File: config.mk
export PLATFORM = sky130hd
export DESIGN_NAME = grid_write_scheduler
export DESIGN_NICKNAME = d
export VERILOG_FILES = /design/src/rtl/grid_write_scheduler.sv
export SDC_FILE = /design/constraint.sdc
export NUM_CORES = 1
export LEC_CHECK = 0
export BUFFER_PORTS_ARGS = -buffer_cell sky130_fd_sc_hd__clkbuf_2
export CORE_ASPECT_RATIO = 1.1
export CORE_MARGIN = 3
export CORE_UTILIZATION = 60
export CTS_BUF_LIST = sky130_fd_sc_hd__clkbuf_8 sky130_fd_sc_hd__clkbuf_16
export DETAILED_ROUTE_END_ITERATION = 6
export PLACE_DENSITY = 0.81
export SYNTH_ARGS = -nofsm -noshare
export SYNTH_HDL_FRONTEND = slang
export SYNTH_SLANG_ARGS = --single-unit
File: constraint.sdc
create_clock -name clk -period 5.4 [get_ports clk]
set_input_delay 0.27 -clock clk [delete_from_list [all_inputs] [get_ports clk]]
set_output_delay 0.27 -clock clk [all_outputs]
set_load 0.02 [all_outputs]
File: src/rtl/grid_write_scheduler.sv
// grid_write_scheduler: arbitrates the colour-grid RAM write port between a command FIFO and a full-grid clear sweep.
module grid_write_scheduler #(
   parameter int ADDR_W     = 10,
   parameter int DATA_W     = 8,
   parameter int FIFO_DEPTH = 4
) (
   input  logic              clk,
   input  logic              reset,
   input  logic              cmd_we,
   input  logic [ADDR_W-1:0] cmd_waddr,
   input  logic [DATA_W-1:0] cmd_wdata,
   input  logic              clear_req,
   input  logic [DATA_W-1:0] clear_color,
   input  logic              wr_allow,
   output logic              ram_we,
   output logic [ADDR_W-1:0] ram_waddr,
   output logic [DATA_W-1:0] ram_wdata,
   output logic              busy,
   output logic              clear_done,
   output logic              overflow
);
   localparam int PW = $clog2(FIFO_DEPTH);
   typedef enum logic {IDLE, CLEAR} state_t;
   state_t state, state_nxt;
   logic [ADDR_W+DATA_W-1:0] mem [FIFO_DEPTH];
   logic [PW-1:0] rd_ptr, wr_ptr;
   logic [PW:0] count, count_nxt;
   logic [ADDR_W-1:0] sweep;
   logic [DATA_W-1:0] color;
   logic pop, push, sweep_wr, last;
   // A clear flushes the FIFO but a same-cycle command survives and lands after it.
   always_comb begin
      pop       = state == IDLE && !clear_req && wr_allow && count != '0;
      push      = cmd_we && (clear_req || pop || count != (PW+1)'(FIFO_DEPTH));
      sweep_wr  = state == CLEAR && !clear_req && wr_allow;
      last      = sweep_wr && sweep == '1;
      state_nxt = clear_req ? CLEAR : last ? IDLE : state;
      count_nxt = clear_req ? (PW+1)'(push) : count + (PW+1)'(push) - (PW+1)'(pop);
   end
   always_ff @(posedge clk)
      if (push) mem[wr_ptr] <= {cmd_waddr, cmd_wdata};
   always_ff @(posedge clk or posedge reset)
      if (reset) begin
         state      <= IDLE;
         rd_ptr     <= '0;
         wr_ptr     <= '0;
         count      <= '0;
         sweep      <= '0;
         color      <= '0;
         ram_we     <= 1'b0;
         ram_waddr  <= '0;
         ram_wdata  <= '0;
         busy       <= 1'b0;
         clear_done <= 1'b0;
         overflow   <= 1'b0;
      end else begin
         state      <= state_nxt;
         count      <= count_nxt;
         busy       <= state_nxt == CLEAR || count_nxt != '0;
         clear_done <= last;
         ram_we     <= sweep_wr || pop;
         if (push) wr_ptr <= wr_ptr + PW'(1);
         if (clear_req) rd_ptr <= wr_ptr;
         else if (pop) rd_ptr <= rd_ptr + PW'(1);
         if (cmd_we && !push) overflow <= 1'b1;
         if (clear_req) begin
            sweep <= '0;
            color <= clear_color;
         end else if (sweep_wr) sweep <= sweep + ADDR_W'(1);
         if (sweep_wr) {ram_waddr, ram_wdata} <= {sweep, color};
         else if (pop) {ram_waddr, ram_wdata} <= mem[rd_ptr];
      end
endmodule
==> results.md <==
- Entering global routing, the biggest net connects a little under 50 pins.
- In this run the power spent charging and discharging nets is 0.719 mW.
- The worst path meets setup with approximately 2400 ps of slack.
- The largest total area in the synthesized netlist belongs to edfxtp_1.
- TritonCTS created 17 clock buffers.
- Global routing used about 24% of the available tracks across all layers.
- The number of nets in the synthesized netlist is 340.
- The flow ran to the end, but the final reports show violations.
- Summed over all cells, the static leakage comes to between 2 and 2.5 nW.
- IR analysis of the VDD net gives a maximum drop of around 380 uV.
- The top cell type by area accounts for 45.1% of the synthesized area.
- The checks that failed: hold timing.
- Internal power comes to about 2.0 mW.
- Summed over all layers, the global routing overflow is 0.
- At the end of the flow the core is filled with cells to about 79%.
- The startpoint identified for the worst register-to-register timing path is count[1].
- The register area share after synthesis is between 70% and 80%.
- In this run, placement finished with an instance count of 446.
- The number of maximum-capacitance constraint violations is 0.
- The part of the power in the clock network is 40.5%.
- The part of the total power dissipated in combinational logic is 14.7%.
- For the worst setup path, the data required time is around 5800 ps.
- The clock sink count is between 100 and 150.
- The number of H-tree levels is 4.
- In this run the vertical extent of the chip is between 90 and 100 um.
- The cell with the largest stage delay on the worst path is dfrtp_1.
- In this design, the critical path's most frequently occurring cell is inv_1.
- The floorplan has 33 rows.
- Headroom to the max-slew limit came out at 28.3%.
- The share of final-layout standard cells stronger than drive strength 1 is 30.2%.
- The violation count after the first detailed-routing iteration is 227.
- The leading cell type in the layout, fill and taps excluded is edfxtp_1.
- The slack of the worst reg-to-reg path is between 2000 and 2500 ps.
- The startpoint kind of the worst setup timing path is a flip-flop.
- The maximum cell stage delay along the critical path is ~430 ps.
- For this run, design rule violations remaining after detail routing come to 0.
- The number of buffer and inverter instances along the worst setup path is 3.
- The synthesized area per cell is about 16 um^2.
- The via count of the first global-routing pass is about 3200.
- In the synthesized netlist, the number of instances is between 300 and 400.
- The count of TritonRoute iterations in the first routing pass is 5.
- The number of hold-slack violations in the final timing report is between 40 and 50.
- Leaving out fill and tap cells, the most frequent cells in the layout are edfxtp_1, clkbuf_2, dfrtp_1, nand2_1, dlygate4sd3_1.
- The average wire per standard cell is 19.9 um.
- Registers are responsible for 44.7% of the overall power.
- Dividing total power by cell area gives a power density of 461 mW/mm^2.
- In the global route stage, met2 resource usage came out at 40.7%.
- In this run the horizontal extent of the chip is 91.2 um.
- The initial antenna violation count is 0.
- Of all nets on the critical path, the largest fanout is 6.
- Clock latency on the worst-skew pair, taken at its later pin, is 520 ps.
- Compared with the post-synthesis result, the final layout area differs by 24.6%.
- Net switching is 26.1% of the power.
- After the last flow step, the layout net total stands at about 420.
- The core region area is between 0.007 and 0.008 mm^2.
- For this configuration, the core starts out at a cell density of 63.1%.
- The slew at the pin with the worst max-slew slack is roughly 1100 ps.
- Walking the worst path, the cells encountered are nor4b_1 -> o21ai_1 -> and2_1 -> inv_1 -> ha_1 -> inv_1 -> ha_1 -> inv_1 -> fa_1 -> xor2_1 -> xnor2_1 -> nor2_1 -> or4_1.
- The critical register-to-register path endpoint is busy.
- Data arrives at the worst endpoint at about 3300 ps.
- The total of endpoints with negative setup slack in the final report is 0.
- The root buffer cell is clkbuf_8.
- In the routed layout, each cell is associated on average with a via count of between 5 and 6.
- The type of element capturing the critical path is a flip-flop.
- For the worst flop-to-flop path, the logic depth is 13.
- The kind of cell adding the most delay to the critical path is simple AND/OR/NAND/NOR gates.
- The min-delay analysis places its worst path in the category in2async.
- The critical path is of the reg2reg type.
- Buffers added to address setup during post-CTS repair amount to 0.
- Leaving out filler cells and counting taps, the final layout contains 502.
- The first global-routing pass estimated 16000 um of wire.
- The number of fillers in the final layout is between 400 and 500.
- The congestion estimate from routability-driven global placement came to between 0.7 and 0.8.
- The number of flip-flops and latches in the synthesized netlist is between 100 and 150.
- The count of different cell masters after synthesis is 39.
- 0 antenna diodes ended up in the layout.
- The worst hold slack across all endpoints is -17.2 ps.
- Based on the critical path, the design can be clocked at up to between 0.3 and 0.4 GHz.
- The floorplan step defined a die boundary enclosing 0.00910 mm^2.
- The met1 global-route usage is roughly 28%.
- The worst setup slack before clock tree synthesis is ~2100 ps.
- The final setup TNS is 0 ps.
- TritonCTS built the clock tree.
- For this run, the number of Yosys warnings is 0.
- The count of buffers from port buffering is 52.
- The count of final max-slew check failures is 0.
- After global routing, the most crowded layer is met2.
- After clock tree synthesis, the clock-pin slew on the worst setup and hold paths is approximately 60 ps.
- Setup repair after global routing left no endpoint under its margin.
- In the finished design, the share of the clock period the worst path needs comes to between 50% and 60%.
- On the final layout, the worst clock skew is 11.8 ps.
- The met3 capacity usage during global routing is about 7%.
- The total half-perimeter wirelength after legalization and detailed placement is 5550 um.
- Counting I/O delays and the setup requirement, the final critical path takes 2960 ps.
- The number of nets with antenna violations after routing is 0.
- For this block, the routed nets add up to roughly 10000 um of wire.
- The combined area of all synthesized cells is ~0.0048 mm^2.
- Yosys attributes the largest share of cell area to edfxtp_1, dfrtp_1, mux4_2.
- The total number of vias is 2867.
- The I/O pin count is 53.
- The largest buffer count on any clock path is 2.
==> layout make-up <==
cell class | count | area [um^2] | area share [%]
multi-input combinational | 153 | 1320 | 22.1
sequential | 120 | 3360 | 56.3
clock inverter | 15 | 178 | 2.97
clock buffer | 17 | 414 | 6.93
timing repair buffer | 78 | 517 | 8.65
inverter | 14 | 52.6 | 0.879
tap | 105 | 131 | 2.20
==> kinds of logic (layout without fill, tap and decap cells) <==
logic type	after synthesis	count (layout)	synth area share (%)
flops	120	120	70.1
simple gates	79	79	8.11
mux	29	29	11.0
buf+inv	28	124	2.43
compound gates	25	25	3.86
xor+xnor	12	12	2.19
fa+ha+maj	8	8	2.24
==> per-stage QoR <==
stage	instance area [um^2]	power (mW)
finish	5980	2.75
global route	5980	2.86
CTS	5960	2.76
detailed placement	5140	1.64
global placement	5140	1.61
floorplan	4800	1.51
==> layer usage <==
layer / wire (um) / vias to the layer above
met5: 0 / -
met4: 283 / 0
met3: 683 / 19
met2: 5310 / 116
met1: 3720 / 1439
li1: - / 1293
==> worst max-delay path by stage <==
stage               cells past startpoint      start  slack [ps]    to
CTS                                    13   count[1]        2430  busy
finish                                 13   count[1]        2440  busy
detailed placement                     14  clear_req        2080  busy
floorplan                              13   wr_allow        2590  busy
global route                           13   count[1]        2140  busy
global placement                       14  clear_req        2190  busy
==> state kept, by name (all words and copies together), names as in the netlist, 2 cells and up <==
| signal | cells |
|---|---|
| ram_waddr | 10 |
| ram_wdata | 8 |
| mem | 72 |
| sweep | 10 |
| rd_ptr | 2 |
| wr_ptr | 2 |
| count | 3 |
| color | 8 |
==> power groups by stage <==
stage	Clock [mW]	Sequential, mW	Combinational, mW
floorplan	0	1.21	0.298
finish	1.12	1.23	0.406
global route	1.17	1.25	0.446
detailed placement	0	1.25	0.391
global placement	0	1.23	0.379
CTS	1.12	1.23	0.407
==> cell usage after synthesis, drive strengths merged <==
| cell type | n |
|---|---|
| or4 | 1 |
| xor2 | 8 |
| nand4b | 1 |
| nand4 | 3 |
| nor4b | 1 |
| fa | 1 |
| dfrtp | 48 |
| inv | 14 |
| buf | 11 |
| nor4 | 1 |
| nor3 | 3 |
| o21ai | 2 |
| nor2b | 2 |
| nand2 | 40 |
| nand2b | 1 |
| mux4 | 18 |
| clkbuf | 3 |
| a222oi | 1 |
| and2 | 1 |
| a211oi | 1 |
| o311ai | 1 |
| xnor2 | 4 |
| edfxtp | 72 |
| nor2 | 14 |
| nand3 | 4 |
| o21bai | 1 |
| mux2 | 11 |
| a21o | 1 |
| ha | 7 |
| a311oi | 1 |
| and3 | 4 |
| a21oi | 1 |
| and4 | 3 |
| a22oi | 16 |
==> timing repair <==
| action | 4_1_cts | 5_1_grt |
|---|---|---|
| resized for setup | 0 | 0 |
| endpoints found under the setup margin | 0 | 0 |
| hold buffers | 22 | 1 |
| hold endpoints to repair | 73 | 1 |
Power figures use the tool's default switching activity.
